[config.mk]
export PLATFORM = sky130hd
export DESIGN_NAME = mct_stage_sequencer_flat
export DESIGN_NICKNAME = d
export VERILOG_FILES = /design/src/rtl/mct_stage_sequencer_pkg.sv /design/src/rtl/mct_stage_sequencer_if.sv /design/src/rtl/mct_stage_sequencer_timer.sv /design/src/rtl/mct_stage_sequencer.sv /design/src/flat_wrapper.sv
export SDC_FILE = /design/constraint.sdc
export NUM_CORES = 1
export LEC_CHECK = 0
export CAP_MARGIN = 20
export CORE_MARGIN = 2
export CORE_UTILIZATION = 35
export DETAILED_ROUTE_END_ITERATION = 12
export DONT_BUFFER_PORTS = 1
export SYNTH_ARGS = -nofsm -noshare
export SYNTH_HDL_FRONTEND = slang
export SYNTH_SLANG_ARGS = --single-unit
[constraint.sdc]
create_clock -name CLOCK -period 1.9 [get_ports CLOCK]
set_input_delay 0.57 -clock CLOCK [delete_from_list [all_inputs] [get_ports CLOCK]]
set_output_delay 0.57 -clock CLOCK [all_outputs]
set_load 0.02 [all_outputs]
[src/rtl/mct_stage_sequencer_pkg.sv]
// Shared encodings for the MCT stage sequencer: instruction classes, stage
// register values and one-hot time-pulse indices.
package mct_stage_sequencer_pkg;

    localparam int T_W   = 12;
    localparam int PHS_W = 2;
    localparam int CNT_W = 8;

    typedef enum logic [1:0] {
        CLS_PLAIN = 2'd0,
        CLS_MP    = 2'd1,
        CLS_DV    = 2'd2
    } cls_e;

    typedef enum logic [2:0] {
        ST_0 = 3'd0,
        ST_1 = 3'd1,
        ST_3 = 3'd3,
        ST_4 = 3'd4
    } stage_e;

    localparam int T01 = 0;
    localparam int T02 = 1;
    localparam int T03 = 2;
    localparam int T04 = 3;
    localparam int T05 = 4;
    localparam int T06 = 5;
    localparam int T07 = 6;
    localparam int T08 = 7;
    localparam int T09 = 8;
    localparam int T10 = 9;
    localparam int T11 = 10;
    localparam int T12 = 11;

endpackage

[src/rtl/mct_stage_sequencer_if.sv]
// Control/status bundle between the sequencer and its neighbours: restart,
// class and branch inputs in, time pulses and stage state out.
interface mct_stage_sequencer_if;
    import mct_stage_sequencer_pkg::*;

    logic             GOJAM;
    logic [1:0]       CLASS;
    logic             CLASS_VLD;
    logic             BRSGN;
    logic             BRZER;
    logic             BRLD;
    logic [T_W-1:0]   T;
    logic [PHS_W-1:0] PHS;
    logic [2:0]       ST;
    logic             BR1;
    logic             BR2;
    logic             NISQ;
    logic             BUSY;

    modport master (
        output GOJAM, CLASS, CLASS_VLD, BRSGN, BRZER, BRLD,
        input  T, PHS, ST, BR1, BR2, NISQ, BUSY
    );

    modport slave (
        input  GOJAM, CLASS, CLASS_VLD, BRSGN, BRZER, BRLD,
        output T, PHS, ST, BR1, BR2, NISQ, BUSY
    );

endinterface

[src/rtl/mct_stage_sequencer_timer.sv]
// Free-running phase counter and T01..T12 one-hot ring; flags the last phase
// of each pulse and the end-of-MCT strobe.
module mct_timer
    import mct_stage_sequencer_pkg::*;
#(
    parameter int PHASES = 4
) (
    input  logic             clk,
    input  logic             rst,
    input  logic             clr,
    output logic [PHS_W-1:0] phs,
    output logic [T_W-1:0]   t,
    output logic             last_phs,
    output logic             eom
);

    localparam logic [PHS_W-1:0] PHS_MAX = PHS_W'(PHASES - 1);
    localparam logic [T_W-1:0]   T_INIT  = T_W'(1);

    always_ff @(posedge clk or posedge rst) begin
        if (rst) begin
            phs <= '0;
            t   <= T_INIT;
        end else if (clr) begin
            phs <= '0;
            t   <= T_INIT;
        end else if (phs == PHS_MAX) begin
            phs <= '0;
            t   <= {t[T_W-2:0], t[T_W-1]};
        end else begin
            phs <= phs + PHS_W'(1);
        end
    end

    assign last_phs = (phs == PHS_MAX);
    assign eom      = last_phs & t[T12];

endmodule

[src/rtl/mct_stage_sequencer.sv]
// Stage sequencer: walks ST through plain/MP/DV instruction stages one MCT at
// a time, holds BR1/BR2 and raises NISQ during the final MCT.
module mct_stage_sequencer
    import mct_stage_sequencer_pkg::*;
#(
    parameter int PHASES   = 4,
    parameter int MP_MCTS  = 3,
    parameter int DV_LOOPS = 4
) (
    input logic CLOCK,
    input logic rst,
    mct_stage_sequencer_if.slave bus
);

    localparam logic [CNT_W-1:0] MP_LAST = CNT_W'(MP_MCTS - 3);
    localparam logic [CNT_W-1:0] DV_LAST = CNT_W'(DV_LOOPS - 1);

    logic [PHS_W-1:0] phs;
    logic [T_W-1:0]   t;
    logic             last_phs;
    logic             eom;

    stage_e           st;
    cls_e             cls;
    logic [CNT_W-1:0] cnt;
    logic             nisq;
    logic             busy;
    logic             br1;
    logic             br2;
    logic             br_pend;

    mct_timer #(
        .PHASES (PHASES)
    ) u_timer (
        .clk      (CLOCK),
        .rst      (rst),
        .clr      (bus.GOJAM),
        .phs      (phs),
        .t        (t),
        .last_phs (last_phs),
        .eom      (eom)
    );

    always_ff @(posedge CLOCK or posedge rst) begin
        if (rst) begin
            st      <= ST_0;
            cls     <= CLS_PLAIN;
            cnt     <= '0;
            nisq    <= 1'b1;
            busy    <= 1'b0;
            br1     <= 1'b0;
            br2     <= 1'b0;
            br_pend <= 1'b0;
        end else if (bus.GOJAM) begin
            st      <= ST_0;
            cls     <= CLS_PLAIN;
            cnt     <= '0;
            nisq    <= 1'b1;
            busy    <= 1'b0;
            br1     <= 1'b0;
            br2     <= 1'b0;
            br_pend <= 1'b0;
        end else begin
            // A BRLD anywhere in T07 is remembered and acted on at its last phase.
            if (t[T07] && !last_phs && bus.BRLD)
                br_pend <= 1'b1;
            if (t[T07] && last_phs) begin
                if (br_pend || bus.BRLD) begin
                    br1 <= bus.BRSGN;
                    br2 <= bus.BRZER;
                end
                br_pend <= 1'b0;
            end

            if (eom) begin
                if (nisq) begin
                    st  <= ST_0;
                    cnt <= '0;
                    br1 <= 1'b0;
                    br2 <= 1'b0;
                    if (bus.CLASS_VLD && bus.CLASS == CLS_MP) begin
                        cls  <= CLS_MP;
                        nisq <= 1'b0;
                        busy <= 1'b1;
                    end else if (bus.CLASS_VLD && bus.CLASS == CLS_DV) begin
                        cls  <= CLS_DV;
                        nisq <= 1'b0;
                        busy <= 1'b1;
                    end else begin
                        cls  <= CLS_PLAIN;
                        nisq <= 1'b1;
                        busy <= 1'b0;
                    end
                end else begin
                    case (st)
                        ST_0: st <= ST_1;
                        ST_1: begin
                            // MP lingers in stage 1 until its MCT budget leaves one for stage 3.
                            if (cls == CLS_MP && cnt != MP_LAST) begin
                                cnt <= cnt + CNT_W'(1);
                            end else begin
                                st  <= ST_3;
                                cnt <= '0;
                                if (cls == CLS_MP)
                                    nisq <= 1'b1;
                            end
                        end
                        ST_3: begin
                            if (cnt == DV_LAST) begin
                                st   <= ST_4;
                                nisq <= 1'b1;
                            end else begin
                                cnt <= cnt + CNT_W'(1);
                            end
                        end
                        default: begin
                            st   <= ST_0;
                            cls  <= CLS_PLAIN;
                            nisq <= 1'b1;
                            busy <= 1'b0;
                        end
                    endcase
                end
            end
        end
    end

    assign bus.T    = t;
    assign bus.PHS  = phs;
    assign bus.ST   = st;
    assign bus.BR1  = br1;
    assign bus.BR2  = br2;
    assign bus.NISQ = nisq;
    assign bus.BUSY = busy;

endmodule

[src/flat_wrapper.sv]
// flat-port wrapper written by rule: the top's interface ports become plain ports
module mct_stage_sequencer_flat import mct_stage_sequencer_pkg::*;
#(
    parameter int PHASES   = 4,
    parameter int MP_MCTS  = 3,
    parameter int DV_LOOPS = 4
)
  (CLOCK, rst, bus_GOJAM, bus_CLASS, bus_CLASS_VLD, bus_BRSGN, bus_BRZER, bus_BRLD, bus_T, bus_PHS, bus_ST, bus_BR1, bus_BR2, bus_NISQ, bus_BUSY);
  mct_stage_sequencer_if bus_i ();
  input logic CLOCK;
  input logic rst;
  input wire logic [$bits(bus_i.GOJAM)-1:0] bus_GOJAM;
  input wire logic [$bits(bus_i.CLASS)-1:0] bus_CLASS;
  input wire logic [$bits(bus_i.CLASS_VLD)-1:0] bus_CLASS_VLD;
  input wire logic [$bits(bus_i.BRSGN)-1:0] bus_BRSGN;
  input wire logic [$bits(bus_i.BRZER)-1:0] bus_BRZER;
  input wire logic [$bits(bus_i.BRLD)-1:0] bus_BRLD;
  output wire logic [$bits(bus_i.T)-1:0] bus_T;
  output wire logic [$bits(bus_i.PHS)-1:0] bus_PHS;
  output wire logic [$bits(bus_i.ST)-1:0] bus_ST;
  output wire logic [$bits(bus_i.BR1)-1:0] bus_BR1;
  output wire logic [$bits(bus_i.BR2)-1:0] bus_BR2;
  output wire logic [$bits(bus_i.NISQ)-1:0] bus_NISQ;
  output wire logic [$bits(bus_i.BUSY)-1:0] bus_BUSY;
  assign bus_i.GOJAM = bus_GOJAM;
  assign bus_i.CLASS = bus_CLASS;
  assign bus_i.CLASS_VLD = bus_CLASS_VLD;
  assign bus_i.BRSGN = bus_BRSGN;
  assign bus_i.BRZER = bus_BRZER;
  assign bus_i.BRLD = bus_BRLD;
  assign bus_T = bus_i.T;
  assign bus_PHS = bus_i.PHS;
  assign bus_ST = bus_i.ST;
  assign bus_BR1 = bus_i.BR1;
  assign bus_BR2 = bus_i.BR2;
  assign bus_NISQ = bus_i.NISQ;
  assign bus_BUSY = bus_i.BUSY;
  mct_stage_sequencer #(.PHASES(PHASES), .MP_MCTS(MP_MCTS), .DV_LOOPS(DV_LOOPS)) u_core (.CLOCK(CLOCK), .rst(rst), .bus(bus_i));
endmodule
After elaboration in Yosys (flattened, before gate mapping):

Index checks and enable logic that the tools add are counted.

* add/subtract/negate cells: 2
* equality and inequality tests: 11
* multiplexer cells: 50
* bitwise gates (word level): 1
* reductions and logical operators: 18

Operator list (count)
* 2-to-1 mux 8 bit: 5
* 2-to-1 mux 1 bit: 27
* 2-to-1 mux 12 bit: 2
* 2-to-1 mux 2 bit: 8
* one-hot mux 8 bit (2 select lines): 1
* 2-to-1 mux 3 bit: 5
* one-hot mux 3 bit (3 select lines): 1
* adder 8 x 1 -> 8 bit (second input constant): 1
* equality test 8 x 2 -> 1 bit (second input constant): 1
* != test 4 x 3 -> 1 bit (second input constant): 2
* nonzero test 8 bit: 1
* logical AND 1 bit: 6
* AND reduction 3 bit: 2
* equality test 2 x 1 -> 1 bit (second input constant): 2
* equality test 2 bit (second input constant): 2
* != test 4 x 2 -> 1 bit (second input constant): 1
* nonzero test 2 bit: 2
* nonzero test 4 bit: 1
* equality test 3 x 1 -> 1 bit (second input constant): 1
* equality test 3 x 2 -> 1 bit (second input constant): 1
* zero test 3 bit: 1
* != test 3 x 1 -> 1 bit (second input constant): 1
* one-hot mux 1 bit (3 select lines): 1
* nonzero test 3 bit: 1
* 6 further kinds: 6

* bits in registers: 32
* word-level logic and storage cells: 92

Longest topological paths before layout:

Gate-level depths: netlist of run 1.

* word-level depth: 7
* mapped depth: 7

By module:

Synthesis of run 1 repeated with hierarchy kept, for this count alone.

* cell total of the unflattened synthesis: 150
* area total of the unflattened synthesis: 1624.1 um2

By module, submodules not included
* mct_stage_sequencer: instances 1, cells an instance 105, area an instance 1059.8 um2, seq. area each 451.7 um2
* mct_timer: instances 1, cells an instance 45, area an instance 564.3 um2, seq. area each 351.6 um2

Worst setup path before layout of run 1:

OpenSTA, ideal clock, no wires.

* path kind: register to register
* start point: reg u_core.u_timer.phs[0]
* end point: reg u_core.cnt[0]
* library setup time: 0.125 ns
* arrival time: 1.688 ns
* data required time: 1.775 ns
* slack: 0.088 ns
* cell stages (with the launch flop): 7
* path buffers: 1
* period minus slack after synthesis: 1.812 ns
* cell sequence: dfrtp_1 > ha_1 > clkbuf_1 > a21o_1 > o31a_1 > nand2_1 > mux2_2

* cells in the longest elaborated chain, start to end: 4

RTL lines
* from (decl): line mct_stage_sequencer_timer.sv:11 `output logic [PHS_W-1:0] phs,`
* from (signal assigned): line mct_stage_sequencer_timer.sv:31 `phs <= phs + PHS_W'(1);`
* equality test 2 bit: line mct_stage_sequencer_timer.sv:35 `assign last_phs = (phs == PHS_MAX);`
* bitwise AND 1 bit: line mct_stage_sequencer_timer.sv:36 `assign eom = last_phs & t[T12];`
* nonzero test 2 bit (no line)
* AND reduction 3 bit (no line)
* to (signal assigned): line mct_stage_sequencer.sv:100 `cnt <= cnt + CNT_W'(1);`
* to (signal assigned): line mct_stage_sequencer.sv:113 `cnt <= cnt + CNT_W'(1);`
* to (decl): line mct_stage_sequencer.sv:25 `logic [CNT_W-1:0] cnt;`

No other way between the ends.
A chain may end at the register's enable or synchronous reset.

Worst setup path in the final report of run 1:

* start point: reg u_core.cnt[0]
* end point: reg u_core.cnt[2]

* cells in the longest elaborated chain, start to end: 7
* elaborated cells between the ends (all ways): 12
* classes of those cells: add/sub (1); eq/ne (2); mux (6); reduce/logical (3)

RTL lines
* branches (longest 7 deep; another with adder 8 x 1 -> 8 bit)

Several ways; the timed one is not identified. The select of a mux whose other input is x is not followed.

==> results of run 1 <==
## routing by layer
layer | up-vias | part of all wire | global-route usage
met2 | 28 | 0.47 | 0.220
met3 | 6 | 0.090 | 0.0569
met1 | 544 | 0.42 | 0.158
li1 | 572 | - | -
met5 | - | 0 | 0
met4 | 0 | 0.018 | 0.0566
## power breakdown
group | internal, µW | leakage, µW | switching [µW]
Clock | 388 | 0.0000541 | 266
Sequential | 711 | 0.000436 | 50.0
Combinational | 67.8 | 0.000348 | 90.3
Total | 1170 | 0.000838 | 406
## how the worst max path moves through the flow
| stage | endpoint | slack, ns | cells past startpoint |
|---|---|---|---|
| 6_report | u_core.cnt[2] | 0.08 | 6 |
| 5_1_grt | u_core.cnt[2] | 0.01 | 6 |
| 4_1_cts | u_core.cnt[2] | 0.08 | 6 |
| 3_5_place_dp | u_core.cnt[2] | 0.09 | 6 |
| 3_3_place_gp | u_core.cnt[7] | 0.14 | 6 |
| 2_1_floorplan | u_core.cnt[0] | 0.09 | 6 |
## cell type report
type | count | area, µm² | area share
flip-flops and latches | 32 | 803 | 0.434
clock inverters | 3 | 42.5 | 0.0230
inverters | 8 | 30.0 | 0.0162
multi-input cells | 111 | 772 | 0.417
well taps | 52 | 65.1 | 0.0352
clock buffers | 5 | 68.8 | 0.0372
repair buffers | 9 | 67.6 | 0.0365
## timing repair
| item | in CTS | in global routing |
|---|---|---|
| hold endpoints to repair | 0 | 0 |
| setup endpoints to repair | 0 | 7 |
| gates resized for setup | 0 | 2 |
| hold buffers | 0 | 0 |
## stage by stage
| stage | utilization | total power, µW | hold slack, ns |
|---|---|---|---|
| 6_report | 0.419 | 1570 | 0.241 |
| 5_1_grt | 0.419 | 1650 | 0.284 |
| 4_1_cts | 0.417 | 1590 | 0.254 |
| 3_5_place_dp | 0.392 | 935 | 0.509 |
| 3_3_place_gp | 0.392 | 931 | 0.484 |
| 2_1_floorplan | - | 900 | 0.471 |
## cells by family after synthesis
kind of cell,after synthesis,synth area share
compound gates,33,0.155
xor+xnor,1,0.00539
fa+ha+maj,3,0.0231
buf+inv,13,0.0354
flops,32,0.495
mux,16,0.101
simple gates,58,0.186
## registers in the layout, indices dropped and copies added, names as in the netlist
name / cells
u_core.bus.ST: 3
u_core.cls: 2
u_core.bus.BUSY: 1
u_core.bus.BR1: 1
u_core.u_timer.phs: 2
u_core.u_timer.t: 12
u_core.cnt: 8
u_core.br_pend: 1
u_core.bus.NISQ: 1
u_core.bus.BR2: 1
## Yosys cell counts, types with 2 or more instances
library cell,number,area share
a21o_1,3,0.014
a21oi_1,3,0.0092
a22o_1,5,0.027
and2_1,4,0.015
clkbuf_1,3,0.0069
dfrtp_1,30,0.46
dfstp_2,2,0.032
ha_1,3,0.023
inv_1,8,0.018
mux2_2,3,0.021
mux2i_1,13,0.080
nand2_1,7,0.016
nand3_1,2,0.0062
nor2_1,25,0.058
nor2b_1,3,0.012
nor3_1,6,0.018
nor3b_1,2,0.0092
o21ai_0,12,0.037
## worst register-to-register path, stage by stage (launching register included)
cell,delay [ns]
dfrtp_1,0.39
inv_1,0.08
ha_1,0.22
and3_4,0.17
o41a_4,0.47
nor4b_1,0.29
a21o_1,0.13
==> summary.txt, run 1 <==
Outcome
  – Status: completed

Synthesis
  – Post-Syn Area: roughly 1600 µm²
  – Mapped Cells: ~160
  – Number of synthesized flops with an enable pin: 0
  – Yosys cell types: 40
  – Predominant post-synthesis flop cell: dfrtp_1
  – Mapped Nets: approximately 170
  – Yosys warnings: 0
  – Post-synth ARST share: 1.00
  – Syn Area/Cell: between 10 and 15 µm²
  – Register area share after synthesis: 0.495
  – Synth Register Bits: 32

Critical path
  – Worst path bufs/invs: 1
  – Endpoint class of the critical path: flip-flop
  – R2r startpoint: u_core.cnt[0]
  – Crit-path max cell delay: 0.47 ns
  – Worst r2r path cells: 6
  – Startpoint Class: flip-flop
  – CP Data Arrival Time: roughly 2 ns
  – Max Fanout on Critical Path: 9
  – Critical Path RT: 2.13 ns
  – Worst path cell trace: inv_1 > ha_1 > and3_4 > o41a_4 > nor4b_1 > a21o_1
  – Setup CP Type: reg -> reg
  – Slowest-stage cell, CP: o41a_4
  – Capture point of the worst reg-to-reg path: u_core.cnt[2]
  – Flop2flop setup slack: between 0.07 and 0.08 ns
  – Cell family with most CP delay: compound AO/OA/AOI/OAI gates
  – CP startpoint: u_core.cnt[0]

STA
  – Max Clock Skew: slightly below 0.008 ns
  – Total negative slack: 0 ns
  – Setup ws final: between 0.07 and 0.08 ns
  – Minimum clock period: 1.82 ns
  – Max Fclk: about 0.55 GHz
  – Slew Viols, Final: 0
  – Setup violators final: 0
  – Least-Margin Pin Slew: 0.400 ns
  – Final hold vios: 0
  – Slew margin rel.: 0.733
  – Tcrit/Tclk final: 0.960
  – RSZ-0062 raised after global routing: false

Worst hold path
  – Hold WC Path Type: in -> async

Placement
  – Post-placement setup slack: around 0.094 ns
  – Gpl congestion: 0.807
  – DP Wirelength: roughly 2.3 mm
  – Placed Area: around 1700 µm²
  – Inst Count DP: ~210
  – IO Port Bufs: 0

Power and ir drop
  – Static Leak: between 0.0008 and 0.0009 µW
  – Peak supply drop: ~0.00028 V
  – Power per Cell Area: around 850 nW/µm²

Clocking
  – Worst-path clk slew: approximately 0.07 ns
  – Num CTS Buffers: 5
  – CTS Sinks: 32
  – Root Buffer: clkbuf_8
  – Clock Tree Buf Depth: 2
  – CTS tree: done
  – Total setup buffers inserted after CTS: 0
  – Clk Latency, worst-skew pair: 0.29 ns
  – H-tree depth: 2

Floorplanning
  – Die width: a little over 70 µm
  – Core Footprint: around 4400 µm²
  – DIE HEIGHT: 72.1 µm
  – Starting Density: 0.368
  – Number of cell rows: 24
  – Boundary pin count: 30
  – Total Die Area: about 5200 µm²

Routing
  – Detailed Routing Iterations Pass 1: 4
  – Via Count: ~1.2k
  – DRT iter0 DRCs: between 60 and 70
  – DR vias/cell: ~5.2
  – Number of routed nets with antenna violations: 0
  – DRT Wirelength: 3.13 mm
  – WL/cell: around 14 µm
  – Residual DRC: 0

Cells and area
  – Area Overhead vs Synth: 13.9%
  – N_diodes: 0
  – Design Area, Final: ~1800 µm²
  – Filler-free cell count of the finished design: between 200 and 250
  – Most common cell after layout, fill and taps aside: dfrtp_1
  – Most frequent cells in the layout: dfrtp_1 (30), nor2_1 (24), mux2i_1 (13)
  – Fillers: 427
  – Share of layout cells above drive strength 1: 0.173
  – Fin nets: between 150 and 200

GRT
  – Initial antenna violation count: 0
  – Largest net degree at the start of global routing: 33
  – Number of global-route vias before repair: between 1k and 1.5k
  – GRT Residual Overflow: 0
  – First-pass GRT wire length: 5.51 mm
  – GRT Total Usage: 0.136

Flow run
  – Max Cap Violations: 0
Power figures use the tool's default switching activity.
==> run 2, diff against run 1 <==
--- a/config.mk
+++ b/config.mk
@@ -7,7 +7,7 @@
 export LEC_CHECK = 0
 export CAP_MARGIN = 20
 export CORE_MARGIN = 2
-export CORE_UTILIZATION = 35
+export CORE_UTILIZATION = 48
 export DETAILED_ROUTE_END_ITERATION = 12
 export DONT_BUFFER_PORTS = 1
 export SYNTH_ARGS = -nofsm -noshare
==> summary.txt, run 2 (synthesis results as in run 1) <==
Clocking
  – Num CTS Buffers: 5 (unchanged)
  – Clk Latency, worst-skew pair: 0.34 ns (was 0.29 ns)
  – CTS Sinks: 32 (unchanged)
  – Root Buffer: clkbuf_4 (was clkbuf_8)
  – CTS tree: done (unchanged)
  – Total setup buffers inserted after CTS: 0 (unchanged)
  – Clock Tree Buf Depth: 2 (unchanged)
  – Worst-path clk slew: 0.10 ns (was 0.07 ns)
  – H-tree depth: 2 (unchanged)

Worst hold path
  – Hold WC Path Type: in -> async (unchanged)

Placement
  – Inst Count DP: 206 (was 212)
  – Placed Area: 1720 µm² (was 1730 µm²)
  – IO Port Bufs: 0 (unchanged)
  – DP Wirelength: 2.30 mm (was 2.27 mm)
  – Gpl congestion: 0.837 (was 0.807)

Critical path
  – Startpoint Class: flip-flop (unchanged)
  – Setup CP Type: reg -> reg (unchanged)
  – Slowest-stage cell, CP: o41a_4 (unchanged)
  – Crit-path max cell delay: 0.47 ns (about the same)
  – Max Fanout on Critical Path: 9 (unchanged)
  – CP Data Arrival Time: 2.06 ns (was 2.05 ns)
  – Critical Path RT: 2.18 ns (was 2.13 ns)
  – Endpoint class of the critical path: flip-flop (unchanged)
  – Worst path cell trace: inv_1 > ha_1 > and3_4 > o41a_4 > nor4b_1 > a21o_1 (unchanged)

Cells and area
  – Design Area, Final: 1790 µm² (was 1850 µm²)
  – Final design utilization: 0.544 (was 0.419)
  – Area Overhead vs Synth: 9.94% (was 13.9%)
  – Largest register FFs: 12 (unchanged)
  – Fin nets: 179 (unchanged)
  – Filler-free cell count of the finished design: 214 (was 220)
  – Share of layout cells above drive strength 1: 0.167 (was 0.173)
  – N_diodes: 0 (unchanged)
  – Fillers: 291 (was 427)
  – Most frequent cells in the layout: dfrtp_1 (30), nor2_1 (24), mux2i_1 (13) (unchanged)
  – Most common cell after layout, fill and taps aside: dfrtp_1 (unchanged)
  – Most flops, register: u_core.u_timer.t (unchanged)

GRT
  – First-pass GRT wire length: 6.06 mm (was 5.51 mm)
  – Number of global-route vias before repair: 1305 (was 1231)
  – Largest net degree at the start of global routing: 33 (unchanged)
  – GRT Residual Overflow: 0 (unchanged)
  – Initial antenna violation count: 0 (unchanged)
  – GRT Total Usage: 0.197 (was 0.136)

Routing
  – DRT iter0 DRCs: 93 (was 64)
  – DRT Wirelength: 3.22 mm (was 3.13 mm)
  – Via Count: 1204 (was 1150)
  – Detailed Routing Iterations Pass 1: 4 (unchanged)
  – DR vias/cell: 5.63 (was 5.23)
  – WL/cell: 15.0 µm (was 14.2 µm)
  – Number of routed nets with antenna violations: 0 (unchanged)
  – Residual DRC: 0 (unchanged)

Power and ir drop
  – Peak supply drop: 0.000431 V (was 0.000281 V)
  – Power per Cell Area: 748 nW/µm² (was 851 nW/µm²)
  – Static Leak: 0.000819 µW (was 0.000838 µW)
  – Pwr Total: 1340 µW (was 1570 µW)

Flow run
  – Max Cap Violations: 0 (unchanged)

STA
  – Slew margin rel.: 0.725 (was 0.733)
  – Total negative slack: 0 ns (unchanged)
  – Max Fclk: 0.560 GHz (was 0.548 GHz)
  – Minimum clock period: 1.79 ns (was 1.82 ns)
  – Slew Viols, Final: 0 (unchanged)
  – Final hold vios: 0 (unchanged)
  – Setup violators final: 0 (unchanged)
  – Least-Margin Pin Slew: 0.412 ns (was 0.400 ns)
  – RSZ-0062 raised after global routing: false (unchanged)
  – Max Clock Skew: 0.00651 ns (was 0.00774 ns)
  – Tcrit/Tclk final: 0.940 (was 0.960)

Floorplanning
  – Core Footprint: 3280 µm² (was 4410 µm²)
  – DIE HEIGHT: 62.2 µm (was 72.1 µm)
  – Starting Density: 0.494 (was 0.368)
  – Die width: 62.2 µm (was 72.1 µm)
  – Total Die Area: 3860 µm² (was 5200 µm²)
  – Number of cell rows: 21 (was 24)
  – Boundary pin count: 30 (unchanged)

Outcome
  – Status: completed (unchanged)
-- run 2: worst paths after layout --
path,from,end,slack (ns),cells after the start
setup / recovery,u_core.cnt[0],u_core.cnt[2],0.11,6
hold reg to reg,u_core.cls[1],u_core.cls[1],0.51,1
setup reg to reg,u_core.cnt[0],u_core.cnt[2],0.11,6
hold / removal,rst,u_core.u_timer.t[4],0.20,2
max in group asynchronous,rst,u_core.bus.NISQ,1.37,2
min in group CLOCK,bus_GOJAM,u_core.u_timer.t[7],0.28,1
-- run 2: critical path: cells and delay by family (launching register included) --
kind	cells	cell delay, ns
adder cells (fa/ha/maj)	1	0.22
buffers and inverters	1	0.08
AND/OR/NAND/NOR	2	0.43
flip-flops	1	0.40
AO/OA/AOI/OAI	2	0.59
-- run 2: metrics by stage --
step / worst slack [ns] / hold slack (ns)
after floorplan: 0.0878 / 0.471
after global placement: 0.159 / 0.482
after detailed placement: 0.124 / 0.495
after CTS: 0.0774 / 0.207
after global routing: 0.0302 / 0.229
final: 0.113 / 0.201
-- run 2: cell type report --
class	instances	area (µm²)	area share
Sequential cell	32	803	0.450
Tap cell	46	57.6	0.0322
Timing Repair Buffer	9	67.6	0.0378
Inverter	8	30.0	0.0168
Multi-Input combinational cell	111	766	0.429
Clock inverter	2	10.0	0.00561
Clock buffer	6	51.3	0.0287
-- run 2: where the power goes --
group	leakage, µW	internal (µW)	switching [µW]	total, µW
Sequential	0.000436	711	52.1	763
Combinational	0.000345	67.6	90.8	158
Clock	0.0000380	176	239	415
Total	0.000819	954	382	1340
-- run 2: what timing repair did --
action,CTS,global route
gates resized for setup,0,1
setup endpoints to repair,0,4
hold endpoints to repair,0,0
hold buffers,0,0
-- run 2: per-layer routing --
layer | routed length (µm) | vias to the layer above | GRT usage | share of wire
met5 | 0 | - | 0 | 0
met4 | 57 | 0 | 0.0806 | 0.018
met3 | 165 | 7 | 0.0634 | 0.051
met2 | 1600 | 27 | 0.327 | 0.50
met1 | 1400 | 595 | 0.238 | 0.43
li1 | - | 575 | - | -
==> run 3, diff against run 2 <==
--- a/config.mk
+++ b/config.mk
@@ -5,7 +5,7 @@
 export SDC_FILE = /design/constraint.sdc
 export NUM_CORES = 1
 export LEC_CHECK = 0
-export CAP_MARGIN = 20
+export CAP_MARGIN = 40
 export CORE_MARGIN = 2
 export CORE_UTILIZATION = 48
 export DETAILED_ROUTE_END_ITERATION = 12
==> results of run 3 <==
The final DEF is identical to that of run 2; final timing and power are the same.
==> edit 1: new RTL, settings of run 1 <==
Change the package constant `T_W` from 12 to 16.
--- a/src/rtl/mct_stage_sequencer_pkg.sv
+++ b/src/rtl/mct_stage_sequencer_pkg.sv
@@ -2,7 +2,7 @@
 // register values and one-hot time-pulse indices.
 package mct_stage_sequencer_pkg;
 
-    localparam int T_W   = 12;
+    localparam int T_W   = 16;
     localparam int PHS_W = 2;
     localparam int CNT_W = 8;
 
Ports: changed (resized bus_T); port bits go from 30 to 34. The function was not compared with the original's and may differ.
==> edit 1 against run 1 <==
  * Power hardly changed
  * Setup slack better by 110 ps
  * Count of clock-buffer cells in the layout stayed put
  * Sequential cell count is 4 higher
  * Clock power is 1% higher
  * Synthesized area is 8.5% higher
  * Largest cell class unchanged
  * Routed wire length is 11% higher
  * Final area is 8.1% higher
==> edit 1: results (changes against run 1) <==
Timing
  – Slew margin rel.: 62.93% (-10 points)
  – Final clock skew: 5.415 ps (-2.321 ps)

Critical path
  – Start of the worst register-to-register path: u_core.cnt[7]$_DFFE_PP0P_
  – Max stage delay on crit path: 420 ps (-50 ps)
  – Arrival time at the worst endpoint: 1890 ps (-160 ps)
  – Crit path max fanout: 6 (-3)
  – Critical path origin: u_core.cnt[7]$_DFFE_PP0P_
  – Slowest cell on the critical path: dfrtp_1

Synth
  – Most common library cells after synthesis: 34 x dfrtp_1, 20 x nor2_1, 16 x mux2i_1
  – Distinct cell type count after synthesis: 48 (+20%)
  – Sequential area share after synthesis: 51.28% (+1.8 points)
  – Post-synth net total: 174 (+3.6%)
  – Cell types occupying the most area after synthesis: dfrtp_1 48%, mux2i_1 9.1%, nor2_1 4.3%, dfstp_2 3.0%, a21oi_1 2.6%

Global route
  – First-pass GRT wire length: 5837 um (+5.9%)
  – Largest net degree at the start of global routing: 37 (+12%)
  – Global routing usage summed across all routing layers: 13.47% (-0.11 points)

Place
  – RePlAce Congestion: 0.8355 (+3.6%)
  – HPWL after detailed placement: 2539 um (+12%)

Cells and area
  – Fraction of layout instances using a drive strength above 1: 18.39% (+1.1 points)
  – Nets@finish: 185 (+3.4%)
  – Number of filler cells placed in the layout: 477 (+12%)
  – Max reg flops: 16 (+4)

Routing
  – Average vias per placed instance: 5.232 (about the same)
  – Count of routing violations after the opening detailed-route iteration: 55 (-14%)
  – Routed wirelength normalized by instance count: 14.34 um (+0.92%)

Clocking
  – Total of cells resized after clock tree synthesis: 0 (unchanged)

Outcome
  – Outcome: complete, no violations

Pwr
  – Sw Share: 22.80% (-3.0 points)
  – P_leak: 0.8809 nW (+5.1%)
## edit 1: area by class of cell
| type | instances | area share [%] |
|---|---|---|
| Inverter | 6 | 1.126 |
| Sequential cell | 36 | 45.18 |
| Tap cell | 67 | 4.193 |
| Multi-Input combinational cell | 115 | 40.55 |
| Clock inverter | 3 | 2.128 |
| Timing Repair Buffer | 9 | 3.379 |
| Clock buffer | 5 | 3.442 |
## edit 1: kinds of logic (layout without fill, tap and decap cells)
logic type	after synthesis	after routing	synth area share, %
flops	36	36	51.28
simple gates	56	56	17.69
buf+inv	11	23	2.699
mux	19	19	11.01
fa+ha+maj	3	3	2.131
compound gates	36	36	14.70
xor+xnor	1	1	0.4972
## edit 1: metal layers
metal	wire length [um]	track usage (%)
met1	1588	17.20
met2	1597	20.57
met3	243	5.756
met4	27	4.563
met5	0	0
## edit 1: power groups by stage
stage	combinational, mW	sequential, mW	clock (mW)
6_report	0.110	0.800	0.663
3_3_place_gp	0.110	0.814	0
5_1_grt	0.123	0.802	0.725
2_1_floorplan	0.0758	0.826	0
3_5_place_dp	0.112	0.815	0
4_1_cts	0.112	0.800	0.690
## edit 1: critical path: cells and delay by family, from the launching register on
family / cells / cell delay (ps)
compound gates: 2 / 480
simple gates: 3 / 700
flops: 1 / 420
## edit 1: path summary, 6_finish.rpt
path	slack, ps	to	cells past startpoint
worst max register to register	180	u_core.cnt[4]$_DFFE_PP0P_	5
min in group CLOCK	350	u_core.u_timer.t[12]$_DFFE_PP0P_	1
worst min register to register	510	u_core.cls[1]$_DFFE_PP0P_	1
worst min-delay path	270	u_core.u_timer.t[6]$_DFFE_PP0P_	2
max in group asynchronous	1280	u_core.bus.NISQ$_DFFE_PP1P_	2
worst max-delay path	180	u_core.cnt[4]$_DFFE_PP0P_	5
## edit 1: metrics by stage
step           utilization (%)  hold slack [ps]  cell area [um2]  setup slack (ps)  std cells
6_report                 41.78            272.0             1999             183.2        241
5_1_grt                  41.78            305.8             1999             28.10        241
4_1_cts                  41.78            283.5             1999             181.4        241
3_5_place_dp             39.45            490.6             1888             198.9        233
3_3_place_gp             39.45            483.8             1888             254.9        233
2_1_floorplan                -            471.6             1762             242.5        162
==> edit 2: new RTL, flow settings as in run 1 <==
Without the edit above. Compare `cnt` against `DV_LAST` with >= in place of ==.
--- a/src/rtl/mct_stage_sequencer.sv
+++ b/src/rtl/mct_stage_sequencer.sv
@@ -106,7 +106,7 @@
                             end
                         end
                         ST_3: begin
-                            if (cnt == DV_LAST) begin
+                            if (cnt >= DV_LAST) begin
                                 st   <= ST_4;
                                 nisq <= 1'b1;
                             end else begin
Formal check against the unedited RTL: no difference found for any inputs over 10 cycles, from zero or initial values and one cycle with rst high; that may be too few to reach the edited logic, so the function may still have changed.
==> edit 2 against run 1 <==
  * Routed wire length increased by 8.2%
  * Synthesized area is 0.23% lower
  * Sequential cell count did not move
  * Core utilization grew 2.1 points
  * Clock power fell by 21%
  * Non-clock buffer count up 13
  * Cell count increased by 3.6%
  * Power shrank 14%
  * Final area is 5.1% higher
  * Setup slack improved by 14 ps
  * Critical endpoint is now u_core.cnt[6]$_DFFE_PP0P_
  * Largest power group unchanged
  * Highest routed layer unchanged
==> edit 2: results (changes against run 1) <==
Outcome
  – Outcome: complete, no violations

Pwr
  – Sw Share: 26.03% (+0.21 points)
  – Peak supply drop: 0.0002493 V (-11%)
  – Share of total power in the clock network: 38.1% (-3.5 points)
  – P_leak: 0.8644 nW (+3.1%)
  – Clock net power: 0.518 mW (-21%)

Routing
  – Total routed wirelength: 3383 um (+8.2%)
  – Routed vias: 1194 (+3.8%)

Global route
  – First-pass GRT wire length: 5727 um (+3.9%)
  – Global routing usage summed across all routing layers: 14.35% (+0.77 points)

Synth
  – Proportion of synthesized area in mux cells: 10.12% (+0.023 points)
  – Distinct cell type count after synthesis: 41 (+2.5%)
  – Compound-gate portion of the synthesized area: 16.29% (+0.81 points)
  – Mean area per synthesized cell: 10.66 um2 (+2.4%)
  – Area share of xor/xnor cells in the synthesized design: 0.5405% (+0.0012 points)
  – Fraction of the mapped netlist area in adder cells: 2.317% (+0.0054 points)

Timing
  – Final clock skew: 8.552 ps (+0.8159 ps)
  – Worst slew pin tran: 416.1 ps (+15.97 ps)
  – Highest clock frequency the design can meet: 552.6 MHz (+0.76%)
  – Hold Slack: 252.1 ps (+10.84 ps)

Cells and area
  – Nets@finish: 187 (+4.5%)
  – Fraction of layout instances using a drive strength above 1: 28.98% (+12 points)
  – Number of filler cells placed in the layout: 423 (-0.94%)
  – Number of standard cells in the layout, taps in and fillers out: 228 (+3.6%)

Place
  – Count of placed standard cells including taps: 219 (+3.3%)
  – Place WS: -39.11 ps (-132.6 ps)
  – Placed cell areas: 1837 um2 (+6.2%)
  – RePlAce Congestion: 0.8413 (+4.3%)
  – HPWL after detailed placement: 2433 um (+7.2%)

Critical path
  – Crit path max fanout: 6 (-3)
  – Arrival time at the worst endpoint: 2010 ps (-40 ps)
edit 2: cell count changes after synthesis, sizes merged, moves of 4 or more:
cell   change
nand2      +5
nor2       -9
nor3       -4
a21oi      +6
o21ai      -4
edit 2: worst max-delay path, stage by stage (launching register included):
cell and delay (ps):
dfrtp_1 400, or4_4 560, nor2_4 150, o31ai_4 70, or2_4 290, o311ai_4 250
edit 2: path summary, 6_finish.rpt:
check,startpoint,end,cells past startpoint
setup / recovery,u_core.cnt[2]$_DFFE_PP0P_,u_core.cnt[6]$_DFFE_PP0P_,5
hold / removal,rst,u_core.cnt[1]$_DFFE_PP0P_,2
setup reg to reg,u_core.cnt[2]$_DFFE_PP0P_,u_core.cnt[6]$_DFFE_PP0P_,5
hold reg to reg,u_core.cls[0]$_DFFE_PP0P_,u_core.cls[0]$_DFFE_PP0P_,1
max in group asynchronous,rst,u_core.bus.NISQ$_DFFE_PP1P_,2
min in group CLOCK,bus_GOJAM,u_core.u_timer.t[6]$_DFFE_PP0P_,1
edit 2: layer usage:
| layer | global-route usage, % | wire, um |
|---|---|---|
| met1 | 17.50 | 1513 |
| met4 | 5.660 | 54 |
| met3 | 4.861 | 172 |
| met5 | 0 | 0 |
| met2 | 23.46 | 1643 |
edit 2: layout make-up:
type,instances,area (um2),share of cell area [%]
Sequential cell,32,804.5,41.40
Timing Repair Buffer,22,168.9,8.693
Multi-Input combinational cell,109,798.3,41.08
Tap cell,52,65.06,3.348
Clock inverter,3,18.77,0.9659
Clock buffer,5,68.82,3.542
Inverter,5,18.77,0.9659
edit 2: timing repair:
action | in CTS | in global routing
gates resized for setup | 1 | 2
pin swaps | 0 | 3
buffers inserted | 0 | 1
setup endpoints to repair | 5 | 7
